`config.mk`:
```
export PLATFORM = sky130hd
export DESIGN_NAME = irrigation_scheduler
export DESIGN_NICKNAME = d
export VERILOG_FILES = /design/src/rtl/irrigation_scheduler.sv
export SDC_FILE = /design/constraint.sdc
export NUM_CORES = 1
export LEC_CHECK = 0
export CORE_MARGIN = 10
export CORE_UTILIZATION = 40
export DETAILED_ROUTE_END_ITERATION = 10
export PLACE_DENSITY = 0.62
export SLEW_MARGIN = 25
export SYNTH_ARGS = -nofsm -noshare
export SYNTH_HDL_FRONTEND = slang
export SYNTH_SLANG_ARGS = --single-unit
```
`constraint.sdc`:
```
create_clock -name clk -period 1.8 [get_ports clk]
set_input_delay 0.36 -clock clk [delete_from_list [all_inputs] [get_ports clk]]
set_output_delay 0.36 -clock clk [all_outputs]
set_load 0.005 [all_outputs]
```
`src/rtl/irrigation_scheduler.sv`:
```
// Tank inlet control with level hysteresis, debounced level alarm and
// round-robin zone irrigation over one shared pump. Every output is flop-driven.
module irrigation_scheduler #(
  parameter int unsigned ZONES   = 4,
  parameter int unsigned TW      = 16,
  parameter int unsigned MAX_RUN = 600,
  parameter int unsigned GAP     = 10,
  parameter int unsigned DEB     = 3
) (
  input  logic             clk,
  input  logic             rst_n,
  input  logic             tick,
  input  logic             H,
  input  logic             M,
  input  logic             L,
  input  logic             Ua,
  input  logic             T,
  input  logic [ZONES-1:0] Us,
  input  logic             clr,
  output logic             Ve,
  output logic             Bs,
  output logic             Vs,
  output logic             Al,
  output logic [ZONES-1:0] zone_en,
  output logic             busy,
  output logic [ZONES-1:0] timeout_flags
);

  localparam int unsigned PW = (ZONES > 1) ? $clog2(ZONES) : 1;
  localparam int unsigned SW = PW + 1;

  typedef enum logic {HOLD, FILL} fill_e;
  typedef enum logic [1:0] {IDLE, RUN, PAUSE} irr_e;

  fill_e            fill_q, fill_d;
  irr_e             st_q, st_d;
  logic             al_q, al_d;
  logic [TW-1:0]    deb_q, deb_d;
  logic [TW-1:0]    tmr_q, tmr_d;
  logic [PW-1:0]    ptr_q, ptr_d;
  logic [PW-1:0]    cur_q, cur_d;
  logic             drip_q, drip_d;
  logic [ZONES-1:0] zen_q, zen_d;
  logic [ZONES-1:0] flags_q, flags_d;
  logic             bs_q, bs_d;
  logic             vs_q, vs_d;
  logic             busy_q, busy_d;

  logic             fault;
  logic             found;
  logic             end_run;
  logic [PW-1:0]    sel;
  logic [PW-1:0]    cur_next;
  logic [SW-1:0]    idx;

  // Inconsistent sensor combination; an empty tank is not a fault.
  assign fault = (H & ~M) | (M & ~L) | (H & ~L);

  always_comb begin
    al_d  = al_q;
    deb_d = deb_q;
    if (tick) begin
      if (fault == al_q) begin
        deb_d = '0;
      end else if (deb_q >= TW'(DEB - 1)) begin
        al_d  = fault;
        deb_d = '0;
      end else begin
        deb_d = deb_q + TW'(1);
      end
    end
  end

  always_comb begin
    fill_d = fill_q;
    unique case (fill_q)
      HOLD:    if (!M && !al_q) fill_d = FILL;
      FILL:    if (H || al_q)   fill_d = HOLD;
      default: fill_d = HOLD;
    endcase
  end

  // First dry zone at or after the round-robin pointer, wrapping.
  always_comb begin
    found = 1'b0;
    sel   = '0;
    idx   = '0;
    for (int unsigned k = 0; k < ZONES; k++) begin
      idx = SW'(ptr_q) + SW'(k);
      if (idx >= SW'(ZONES)) idx = idx - SW'(ZONES);
      if (!found && !Us[idx[PW-1:0]]) begin
        found = 1'b1;
        sel   = idx[PW-1:0];
      end
    end
  end

  always_comb begin
    st_d     = st_q;
    tmr_d    = tmr_q;
    ptr_d    = ptr_q;
    cur_d    = cur_q;
    drip_d   = drip_q;
    flags_d  = clr ? '0 : flags_q;
    end_run  = 1'b0;
    cur_next = (cur_q == PW'(ZONES - 1)) ? '0 : cur_q + PW'(1);
    unique case (st_q)
      IDLE: begin
        if (found && L && !al_q) begin
          st_d   = RUN;
          cur_d  = sel;
          tmr_d  = '0;
          drip_d = Ua | T;
        end
      end
      RUN: begin
        // Abort outranks timeout, which outranks the zone going wet.
        if (!L || al_q) begin
          end_run = 1'b1;
        end else if (tick && (tmr_q >= TW'(MAX_RUN - 1))) begin
          end_run        = 1'b1;
          flags_d[cur_q] = 1'b1;
        end else if (Us[cur_q]) begin
          end_run = 1'b1;
        end else if (tick && (tmr_q != '1)) begin
          tmr_d = tmr_q + TW'(1);
        end
        if (end_run) begin
          st_d  = PAUSE;
          tmr_d = '0;
          ptr_d = cur_next;
        end
      end
      PAUSE: begin
        if (tick) begin
          if (tmr_q >= TW'(GAP - 1)) begin
            st_d  = IDLE;
            tmr_d = '0;
          end else if (tmr_q != '1) begin
            tmr_d = tmr_q + TW'(1);
          end
        end
      end
      default: st_d = IDLE;
    endcase
    busy_d = (st_d != IDLE);
    zen_d  = (st_d == RUN) ? (ZONES'(1) << cur_d) : '0;
    bs_d   = (st_d == RUN) && !drip_d;
    vs_d   = (st_d == RUN) && drip_d;
  end

  always_ff @(posedge clk or negedge rst_n) begin
    if (!rst_n) begin
      fill_q  <= HOLD;
      st_q    <= IDLE;
      al_q    <= 1'b0;
      deb_q   <= '0;
      tmr_q   <= '0;
      ptr_q   <= '0;
      cur_q   <= '0;
      drip_q  <= 1'b0;
      zen_q   <= '0;
      flags_q <= '0;
      bs_q    <= 1'b0;
      vs_q    <= 1'b0;
      busy_q  <= 1'b0;
    end else begin
      fill_q  <= fill_d;
      st_q    <= st_d;
      al_q    <= al_d;
      deb_q   <= deb_d;
      tmr_q   <= tmr_d;
      ptr_q   <= ptr_d;
      cur_q   <= cur_d;
      drip_q  <= drip_d;
      zen_q   <= zen_d;
      flags_q <= flags_d;
      bs_q    <= bs_d;
      vs_q    <= vs_d;
      busy_q  <= busy_d;
    end
  end

  assign Ve            = (fill_q == FILL);
  assign Al            = al_q;
  assign Bs            = bs_q;
  assign Vs            = vs_q;
  assign zone_en       = zen_q;
  assign busy          = busy_q;
  assign timeout_flags = flags_q;

endmodule

```
* Yosys cells after proc, flatten, opt, wreduce, memory -nomap -nowiden
Index checks and enable logic that the tools add are counted.
Operators by class: add/sub/neg operators 10, order comparisons 13, equality and inequality tests 13, shift operators 1, multiplexer cells 58, bitwise operators 11, reduce and logical (&&, ||, !) cells 28
Operators by type and width (count):
- two-way mux 16 bit | 11
- one-hot mux 16 bit (3 select lines) | 1
- adder 16 x 1 -> 16 bit, second input constant | 2
- two-way mux 2 bit | 15
- two-way mux 4 bit | 5
- two-way mux 1 bit | 18
- greater-or-equal comparator 16 x 10 -> 1 bit, second input constant | 1
- greater-or-equal comparator 16 x 2 -> 1 bit, second input constant | 1
- greater-or-equal comparator 16 x 4 -> 1 bit, second input constant | 1
- inequality test 16 bit, second input constant | 1
- less-than comparator 2 x 3 -> 1 bit, second input constant | 5
- inequality test 3 bit, second input constant | 5
- logical AND 1 bit | 11
- binary-select mux 1 bit (select 2 bit) | 5
- greater-or-equal comparator 3 bit, second input constant | 3
- zero test 1 bit | 9
- AND reduction 8 bit | 1
- subtractor 2 x 1 -> 2 bit, second input constant | 4
- adder 2 x 2 -> 3 bit, second input constant | 2
- one-hot mux 2 bit (3 select lines) | 1
- equality test 2 x 1 -> 1 bit, second input constant | 2
- equality test 2 bit, second input constant | 2
- inequality test 2 bit, second input constant | 2
- NOT 1 bit | 4
- 17 further kinds | 22
Storage, ports and cells: register bits after elaboration 52, bits of input ports 13, output and inout bits 13, logic and storage cells 147

* Longest topological paths before layout
Gate-level depths: netlist (run 1).
word-level depth 20, depth in mapped cells 8, mapped depth without buffers 7

* Least setup slack after synthesis (run 1)
OpenSTA, ideal clock, no wires.
kind reg-to-reg, from register st_q[1], to register tmr_q[4], library setup time 126 ps, data arrival time 1789 ps, data required time 1674 ps, slack -116 ps, stages on the path, launching flop included 8, buffers on the path 1, period minus slack after synthesis 1916 ps, cell sequence dfrtp_1 > inv_1 > ha_1 > nand3b_1 > nor3_2 > or4_4 > buf_6 > a221o_1
Between the ends: cells in the longest elaborated chain, start to end 3, elaborated cells on any way between the ends 13, classes of those cells eq/ne: 9; mux: 1; reduce/logical: 3
Ends and longest elaborated chain:
- from (decl) | RTL line 36 | irr_e st_q, st_d;
- from (signal assigned) | RTL line 169 | st_q <= st_d;
- equality test 2 x 1 -> 1 bit (tied with other cells) | RTL line 107 | unique case (st_q)
- inequality test 3 bit (no line) (tied with other cells)
- AND reduction 8 bit (no line)
- to (signal assigned) | RTL line 172 | tmr_q <= tmr_d;
- to (decl) | RTL line 39 | logic [TW-1:0] tmr_q, tmr_d;
Several ways; a longest one is shown, not always the timed one. A chain may end at the register's enable or synchronous reset.

* Worst setup path after layout (run 1)
from input tick, to register tmr_q[8]
Between the ends: cells in the longest elaborated chain, start to end 6, elaborated cells on any way between the ends 13, classes of those cells eq/ne: 5; mux: 5; reduce/logical: 3
Ends and longest elaborated chain:
- from (decl) | RTL line 12 | input logic tick,
- logical AND 1 bit | RTL line 120 | end else if (tick && (tmr_q >= TW'(MAX_RUN - 1))) begin
- two-way mux 1 bit | RTL line 120
- two-way mux 1 bit | RTL line 118 | if (!L || al_q) begin
- two-way mux 1 bit | RTL line 107
- inequality test 3 bit (no line) or two-way mux 16 bit (tied branches)
- AND reduction 8 bit (no line) or one-hot mux 16 bit (3 select lines) (tied branches)
Several ways; a longest one is shown, not always the timed one. The select of a mux whose other input is x is not followed.

==> flow_metrics.tcl, run 1 <==
set metrics [dict create \
    core_area_sq_mm 0.00676 \
    nNetsFinal 381 \
    grt_overflow 0 \
    crit_arrival_ns 2.28 \
    die_w_um 103 \
    track_usage 0.128 \
    vias 2402 \
    slowest_stage "clkdlybuf4s50_1" \
    p_seq_frac 0.330 \
    ys_seq_elements 52 \
    grt_setup_unrepaired "yes" \
    worstSetupPathType "input port to register" \
    startpoint_type "input port" \
    ir_worst_vdd_uv 411 \
    nFillCells 574 \
    critPathMaxStageDelay_ns 0.69 \
    final_area_sq_mm 0.00391 \
    dieArea_sq_mm 0.0106 \
    hp-class "register to register" \
    clkTransAtPathRegs_ns 0.10 \
    r2r_slack_ns -0.23 \
    drtAntennaViolNets 0 \
    cts_buffers 5 \
    grt_start_max_net_pins 24 \
    failed_checks "negative setup slack" \
    multi_input_area_sq_mm 0.00160 \
    path_cells "clkdlybuf4s50_1, nor2b_4, or4_4, or3_4, o211ai_2" \
    clock_path_buffers 2 \
    ys_seq_area_frac 0.471 \
    fin_crit_sh 1.14 \
    r2r-start "st_q[0]$_DFF_PN0_" \
    p_comb_frac 0.506 \
    yosysWarnings 0 \
    startpoint "tick" \
    utilization 0.579 \
    worstRegToRegCells 6 \
    status "finished, violations left" \
    first_pass_iters 4 \
    intPower_mw 2.81 \
    clockRootBuffer "clkbuf_8" \
    drtIter0Drc 74 \
    drv_slew 0 \
    start_util 0.409 \
    async_flop_share 1.00 \
    cpLargestDelayFamily "simple AND/OR/NAND/NOR gates" \
    fp.dieH_um 103 \
    rows 30 \
    tritoncts "done" \
    place.port_buffers 25 \
    diodes 0 \
    p_sw_mw 1.63 \
    synth_enable_flop_cells 0 \
    postPlaceCellArea_sq_mm 0.00348 \
    grt_pass1_vias 2301 \
    worst_ep_required_time_ns 2.04 \
    hold_violations 0 \
    synthTopCellsByArea "dfrtp_1 (47%), ha_1 (5.9%), nor2b_1 (4.5%)" \
    max_freq_mhz 489 \
    r2r_end "tmr_q[8]$_DFFE_PN0P_" \
    globalplace.congestion 0.846 \
    antenna_found_initial 0 \
    hold_ws_ns 0.498 \
    yosysUniqueCellTypes 54 \
    vias_per_cell 5.51 \
    p_sw_frac 0.366 \
    synthCells 267 \
    finClkSkew_ns 0.00796 \
    cap_violations 0 \
    relSlewSlack 0.695 \
    drcViolationCount 0 \
    area_growth_pct 41.5 \
    dp_hpwl_mm 4.69 \
    setup_slack_ns -0.244 \
    seq_area_sq_mm 0.00131 \
    pin_count 26 \
    h-tree-depth 2 \
    yosysTopAreaCellShare 0.471 \
    fin_crit_ns 2.04 \
    crit_path_end_kind "register" \
    timing.critical_path.buf_inv 1 \
    grt_pass1_wl_mm 10.9 \
    syn_area_per_cell_sq_um 10.4 \
    syn_area_sq_mm 0.00276 \
    drive_gt1_frac 0.368 \
    syn-num-nets 293 \
    p_clk_frac 0.164 \
    power_density_mw_per_mm2 1140 \
    worstMarginPinSlew_ns 0.453 \
    wire_per_inst_um 15.8 \
    crit_fanout 5 \
    cts_sinks 52 \
    ys.flop_type "dfrtp_1" \
    clkLatencyLatePin_ns 0.31 \
    yosys.area.top_type "dfrtp_1" \
    worstSetupEndpoint "tmr_q[8]$_DFFE_PN0P_" \
    setup_violations 24 \
    cp.depth 5 \
    totalWireLength_mm 6.88 \
    p_leak_nw 1.74 \
]
cell families (layout without fill, tap and decap cells):
family | Yosys count | after routing | share of synthesized area
AND/OR/NAND/NOR | 114 | 115 | 0.237
flip-flops | 52 | 52 | 0.471
AO/OA/AOI/OAI | 62 | 62 | 0.177
adder cells (fa/ha/maj) | 13 | 13 | 0.0589
multiplexers | 5 | 5 | 0.0240
buffers and inverters | 21 | 109 | 0.0326
layer usage:
metal / wire, um / GRT usage
met1: 3010 / 0.155
met2: 3420 / 0.220
met3: 301 / 0.0328
met4: 151 / 0.0353
met5: 0 / 0
state kept, by name (all words and copies together), names as in the netlist:
name / flops
Al: 1
Bs: 1
Ve: 1
Vs: 1
busy: 1
cur_q: 2
deb_q: 16
drip_q: 1
ptr_q: 2
st_q: 2
timeout_flags: 4
tmr_q: 16
zone_en: 4
area by class of cell:
cell class,instances,share of cell area
Tap cell,80,0.0256
Clock buffer,6,0.0211
Multi-Input combinational cell,195,0.408
Inverter,12,0.0115
Clock inverter,2,0.00448
Timing Repair Buffer,89,0.196
Sequential cell,52,0.334
worst min path at each step:
stage          cells after the start          from        endpoint  slack, ns
4_1_cts                            1  Ve$_DFF_PN0_    Ve$_DFF_PN0_       0.50
2_1_floorplan                      0         rst_n  Al$_DFFE_PN0P_       0.06
5_1_grt                            1  Ve$_DFF_PN0_    Ve$_DFF_PN0_       0.52
3_3_place_gp                       1         rst_n    Ve$_DFF_PN0_       0.33
6_report                           1  Ve$_DFF_PN0_    Ve$_DFF_PN0_       0.50
3_5_place_dp                       1         rst_n    Ve$_DFF_PN0_       0.33
worst reg2reg max path: cells and delay by family (launching register included):
| kind | cells | cell delay [ns] |
|---|---|---|
| AND/OR/NAND/NOR | 3 | 1.15 |
| flip-flops | 1 | 0.43 |
| adder cells (fa/ha/maj) | 1 | 0.19 |
| AO/OA/AOI/OAI | 1 | 0.13 |
| buffers and inverters | 1 | 0.06 |
through the flow:
stage               cells  total power [mW]  setup WS, ns  TNS, ns
finish                436              4.44        -0.244    -3.73
global route          436              4.70        -0.318    -5.78
CTS                   431              4.21        -0.205    -3.15
detailed placement    415              3.26        -0.599   -13.73
global placement      415              3.24        -0.543   -13.36
floorplan             267              2.47        -0.104    -1.07
cells in the final DEF (no fill, tap or decap), types with 5 or more instances in the layout:
cell	count
ha_1	8
dfrtp_1	49
clkbuf_8	6
buf_4	54
a21oi_1	10
nor2b_1	18
clkdlybuf4s50_1	20
a22o_1	5
o21ai_0	5
ha_2	5
or3_1	6
buf_6	8
inv_1	10
nand3_1	8
nand2_1	18
nor4_1	9
nor2_1	16
cell usage after synthesis, types with 2 or more instances:
library cell,count
o31a_1,2
nand4b_1,2
or2_2,3
inv_1,12
o211ai_2,3
o31ai_1,4
nor4_1,11
nor3_1,3
nand2_1,18
and3_1,3
nand4_1,2
dfrtp_1,52
a21oi_1,15
o21ai_0,7
nor2b_1,20
ha_1,13
nor4b_1,2
o22ai_1,2
nand3b_1,3
a221o_1,3
o211a_1,2
o21a_1,2
or3_1,7
nor2_1,16
mux2_2,3
and2_1,4
clkbuf_1,6
nand3_1,9
nor3_2,2
and4_1,3
a22o_1,5
a41oi_1,4
nand2b_1,3
repair_timing:
item,4_1_cts,5_1_grt
setup endpoints to repair,26,31
hold buffers,1,0
endpoints found under the hold margin,18,0
gates cloned,1,0
setup buffers,6,6
pin swaps,6,18
resized for setup,20,38
power groups by stage:
stage                     combinational, mW  sequential, mW  clock, mW
final                                  2.25            1.47      0.728
after global placement                 1.75            1.48          0
after detailed placement               1.78            1.48          0
after floorplan                       0.972            1.50          0
after global routing                   2.41            1.49      0.802
after CTS                              1.99            1.46      0.754
(Power assumes the default switching activity.)
==> run 2: changes to the inputs <==
--- a/config.mk
+++ b/config.mk
@@ -9,6 +9,7 @@
 export CORE_UTILIZATION = 40
 export DETAILED_ROUTE_END_ITERATION = 10
 export PLACE_DENSITY = 0.62
+export RECOVER_POWER = 50
 export SLEW_MARGIN = 25
 export SYNTH_ARGS = -nofsm -noshare
 export SYNTH_HDL_FRONTEND = slang
==> run 2 against run 1 <==
Compared with the run above:
- the run still ends with negative setup slack left
- routed wire length up 0.15%
- global-route usage is the same
- clock skew about the same
- cell count is the same
- largest cell class unchanged
- flip-flop and latch count is the same
- clock power barely moved
- clock-buffer cell count unchanged
- highest routed layer unchanged
==> flow_metrics.tcl, run 2 (synthesis gave the netlist of run 1 again) <==
set metrics [dict create \
    status "finished, violations left" \
    failed_checks "negative setup slack" \
    relSlewSlack 0.347 \
    grt_setup_unrepaired "yes" \
    r2r-start "st_q[0]$_DFF_PN0_" \
    path_cells "clkdlybuf4s50_1, nor2b_4, or4_4, or3_4, o211ai_2" \
    worstSetupPathType "input port to register" \
    hold_violations 0 \
    critPathMaxStageDelay_ns 0.69 \
    hp-start "Ve$_DFF_PN0_" \
    max_freq_mhz 489 \
    setup_slack_ns -0.244 \
    dieArea_sq_mm 0.0106 \
    slowest_stage "clkdlybuf4s50_1" \
    die_w_um 103 \
    drcViolationCount 0 \
    intPower_mw 2.81 \
    cts_sinks 52 \
    r2r_end "tmr_q[8]$_DFFE_PN0P_" \
    worstMarginPinSlew_ns 0.980 \
    tritoncts "done" \
    whs_path_depth 1 \
    stdcell_count 436 \
    p_seq_frac 0.330 \
    core_area_sq_mm 0.00676 \
    fin_crit_ns 2.04 \
    cap_violations 0 \
    hp-class "register to register" \
    globalplace.congestion 0.846 \
    clkLatencyLatePin_ns 0.31 \
    dpl.cell_count 415 \
    startpoint_type "input port" \
    cts_buffers 5 \
    r2r_slack_ns -0.23 \
    antenna_found_initial 0 \
    diodes 0 \
    fp.dieH_um 103 \
    finClkSkew_ns 0.00819 \
    worst_ep_required_time_ns 2.04 \
    layout_commonest_cell "buf_4" \
    cpLargestDelayFamily "simple AND/OR/NAND/NOR gates" \
    crit_arrival_ns 2.28 \
    crit_fanout 5 \
    grt_overflow 0 \
    p_sw_mw 1.63 \
    wire_per_inst_um 15.8 \
    place.port_buffers 25 \
    dp_hpwl_mm 4.69 \
    first_pass_iters 4 \
    multi_input_area_sq_mm 0.00160 \
    nNetsFinal 381 \
    place_ws_ns -0.599 \
    rows 30 \
    pin_count 26 \
    grt_start_max_net_pins 24 \
    mostFrequentLayoutCells "buf_4 (54), dfrtp_1 (49), clkdlybuf4s50_1 (19)" \
    area_growth_pct 41.0 \
    p_sw_frac 0.367 \
    seq_area_sq_mm 0.00131 \
    ir_worst_vdd_uv 411 \
    nFillCells 577 \
    drtIter0Drc 73 \
    clkTransAtPathRegs_ns 0.10 \
    fin_crit_sh 1.14 \
    p_comb_frac 0.506 \
    crit_path_end_kind "register" \
    p_clk_frac 0.164 \
    clockRootBuffer "clkbuf_8" \
    hold_path_end "Ve$_DFF_PN0_" \
    grt_pass1_wl_mm 10.9 \
    drv_slew 0 \
    power_density_mw_per_mm2 1140 \
    worstRegToRegCells 6 \
    p_leak_nw 1.73 \
    h-tree-depth 2 \
    drive_gt1_frac 0.365 \
    timing.critical_path.buf_inv 1 \
    top_regs "deb_q: 16 flops, tmr_q: 16 flops" \
    setup_violations 24 \
    start_util 0.409 \
    vias_per_cell 5.52 \
    totalWireLength_mm 6.89 \
    grt_pass1_vias 2301 \
    drtAntennaViolNets 0 \
    cp.depth 5 \
    track_usage 0.128 \
    vias 2406 \
    clock_path_buffers 2 \
]
run 2: timing repair:
action,4_1_cts,5_1_grt
pin swaps,6,18
resized for setup,20,38
endpoints found under the setup margin,26,31
buffers inserted,6,6
hold endpoints to repair,18,0
gates cloned,1,0
hold buffers,1,0
run 2: layout make-up:
type	count	share of cell area
Tap cell	80	0.0257
Clock buffer	6	0.0212
Multi-Input combinational cell	195	0.409
Timing Repair Buffer	89	0.193
Sequential cell	52	0.335
Inverter	12	0.0116
Clock inverter	2	0.00449
run 2: per-layer routing:
metal  vias to the layer above  track usage  routed length (um)
met4                         0       0.0353                 151
met3                        13       0.0328                 304
met2                        47        0.220                3420
li1                       1157            -                   -
met5                         -            0                   0
met1                      1189        0.155                3010
run 2: per-stage QoR:
stage	TNS, ns	area, sq um	power, mW	hold WS, ns	util
after floorplan	-1.07	2780	2.47	0.0644	-
after global placement	-13.36	3480	3.24	0.334	0.515
after detailed placement	-13.73	3480	3.26	0.332	0.515
final	-3.72	3900	4.44	0.498	0.577
after global routing	-8.36	3900	4.70	0.516	0.577
after CTS	-3.15	3700	4.21	0.495	0.548
run 2: worst max-delay path by stage:
| stage | endpoint | slack (ns) | from |
|---|---|---|---|
| final | tmr_q[8]$_DFFE_PN0P_ | -0.24 | tick |
| after floorplan | Vs$_DFF_PN0_ | -0.10 | cur_q[0]$_DFF_PN0_ |
| after global placement | tmr_q[8]$_DFFE_PN0P_ | -0.54 | Us[2] |
| after global routing | zone_en[1]$_DFF_PN0_ | -0.32 | st_q[0]$_DFF_PN0_ |
| after detailed placement | Vs$_DFF_PN0_ | -0.60 | Us[2] |
| after CTS | tmr_q[8]$_DFFE_PN0P_ | -0.20 | st_q[0]$_DFF_PN0_ |
run 2: power groups by stage:
stage               Sequential (mW)  Clock, mW  Combinational (mW)
CTS                            1.46      0.754                1.99
floorplan                      1.50          0               0.972
detailed placement             1.48          0                1.78
global route                   1.49      0.802                2.41
finish                         1.47      0.727                2.24
global placement               1.48          0                1.75
==> run 3: changes to the inputs <==
--- a/config.mk
+++ b/config.mk
@@ -5,7 +5,7 @@
 export SDC_FILE = /design/constraint.sdc
 export NUM_CORES = 1
 export LEC_CHECK = 0
-export CORE_MARGIN = 10
+export CORE_MARGIN = 1.5
 export CORE_UTILIZATION = 40
 export DETAILED_ROUTE_END_ITERATION = 10
 export PLACE_DENSITY = 0.62
==> run 3 against run 2 <==
Compared with the run above:
- the run still ends with negative setup slack left
- clock power rose by 19%
- combinational power rose by 5%
- maximum frequency rose by 0.51%
- sequential share of layout area fell by 0.66 points
- routed wire length rose by 0.55%
- highest routed layer unchanged
==> flow_metrics.tcl, run 3 (synthesis gave the netlist of run 1 again) <==
set metrics [dict create \
    status "finished, violations left" \
    failed_checks "negative setup slack" \
    ir_worst_vdd_uv 447 \
    pin_count 26 \
    tritoncts "done" \
    cap_violations 0 \
    nNetsFinal 395 \
    core_area_sq_mm 0.00672 \
    place.port_buffers 25 \
    clkLatencyLatePin_ns 0.31 \
    stdcell_count 450 \
    relSlewSlack 0.269 \
    mostFrequentLayoutCells "buf_4 (73), dfrtp_1 (50), clkdlybuf4s50_1 (19)" \
    diodes 0 \
    timing.critical_path.buf_inv 1 \
    cts_sinks 52 \
    clkTransAtPathRegs_ns 0.10 \
    grt_pass1_vias 2401 \
    worst_ep_required_time_ns 2.04 \
    setup_violations 26 \
    die_w_um 86.1 \
    finClkSkew_ns 0.00365 \
    layout_commonest_cell "buf_4" \
    vias_per_cell 5.42 \
    p_leak_nw 1.82 \
    top_regs "deb_q: 16 flops, tmr_q: 16 flops" \
    vias 2437 \
    first_pass_iters 4 \
    grt_setup_unrepaired "yes" \
    max_freq_mhz 492 \
    grt_overflow 0 \
    drcViolationCount 0 \
    power_density_mw_per_mm2 1180 \
    antenna_found_initial 0 \
    crit_path_end_kind "register" \
    seq_area_sq_mm 0.00130 \
    fp.dieH_um 86.1 \
    grt_use_met2 0.335 \
    hp-class "register to register" \
    critPathMaxStageDelay_ns 0.56 \
    tns_ns -3.57 \
    totalWireLength_mm 6.93 \
    cpLargestDelayFamily "simple AND/OR/NAND/NOR gates" \
    worstMarginPinSlew_ns 1.10 \
    dpl.cell_count 420 \
    track_usage 0.197 \
    fin_crit_ns 2.03 \
    clockRootBuffer "clkbuf_8" \
    path_cells "buf_12, ha_4, nor2b_4, or4_4, or3_1, o211ai_2" \
    nFillCells 547 \
    rows 30 \
    dp_hpwl_mm 4.56 \
    multi_input_area_sq_mm 0.00155 \
    crit_arrival_ns 2.27 \
    cts_buffers 5 \
    worstSetupPathType "register to register" \
    use_met3 0.0356 \
    r2r_slack_ns -0.23 \
    hold_violations 0 \
    crit_fanout 5 \
    grt_busiest_layer "met2" \
    clock_path_buffers 2 \
    slowest_stage "or4_4" \
    setup_slack_ns -0.234 \
    globalplace.congestion 0.825 \
    grt_pass1_wl_mm 11.5 \
    grt_start_max_net_pins 22 \
    startpoint_type "register" \
    area_growth_pct 43.7 \
    drtIter0Drc 83 \
    use_met1 0.253 \
    h-tree-depth 2 \
    start_util 0.411 \
    drtAntennaViolNets 0 \
    drive_gt1_frac 0.359 \
    dieArea_sq_mm 0.00742 \
    hold_ws_ns 0.488 \
    wire_per_inst_um 15.4 \
    fin_crit_sh 1.13 \
    drv_slew 0 \
]
-- run 3: cell count changes in the layout (fill, tap and decap cells not counted), moves of 2 or more --
cell	change
buf_6	-5
buf_4	+19
inv_6	-2
a21oi_2	+2
ha_2	-5
o21ai_0	+2
ha_4	+3
a41oi_1	+2
ha_1	+2
a41oi_2	-2
-- run 3: repair_timing --
item                                    CTS  global route
gates cloned                              1             0
resized for setup                        26            15
endpoints found under the setup margin   26            31
hold endpoints to repair                  7             0
pin swaps                                11             2
setup buffers                            17             3
hold buffers                              1             0
-- run 3: where the power goes --
part	total [mW]	switching [mW]	internal, mW
combinational	2.35	1.12	1.23
sequential	1.47	0.123	1.35
clock	0.863	0.408	0.455
total	4.68	1.65	3.03
-- run 3: area by class of cell --
type,instances,share of cell area
clock buffers,6,0.0208
flip-flops and latches,52,0.328
well taps,80,0.0252
inverters,12,0.0120
repair buffers,103,0.214
multi-input cells,195,0.390
clock inverters,2,0.00976
-- run 3: metal layers --
layer  wire length, um  share of wire
met5                 0              0
met4               113          0.016
met2              3480           0.50
met3               211          0.030
met1              3120           0.45
-- run 3: final timing paths --
path / to / depth (start not counted) / startpoint
worst max register to register: tmr_q[7]$_DFFE_PN0P_ / 6 / st_q[1]$_DFF_PN0_
worst min-delay path: Ve$_DFF_PN0_ / 1 / Ve$_DFF_PN0_
worst min register to register: Ve$_DFF_PN0_ / 1 / Ve$_DFF_PN0_
worst max-delay path: tmr_q[7]$_DFFE_PN0P_ / 6 / st_q[1]$_DFF_PN0_
max in group asynchronous: st_q[0]$_DFF_PN0_ / 3 / rst_n
min in group asynchronous: timeout_flags[0]$_DFF_PN0_ / 2 / rst_n
-- run 3: stage by stage --
| step | power (mW) | cell area [sq um] | setup slack (ns) | util |
|---|---|---|---|---|
| floorplan | 2.47 | 2780 | -0.104 | - |
| global placement | 3.24 | 3500 | -0.555 | 0.522 |
| detailed placement | 3.26 | 3500 | -0.616 | 0.522 |
| CTS | 4.50 | 3870 | -0.217 | 0.576 |
| global route | 4.95 | 3970 | -0.318 | 0.591 |
| finish | 4.68 | 3970 | -0.234 | 0.591 |
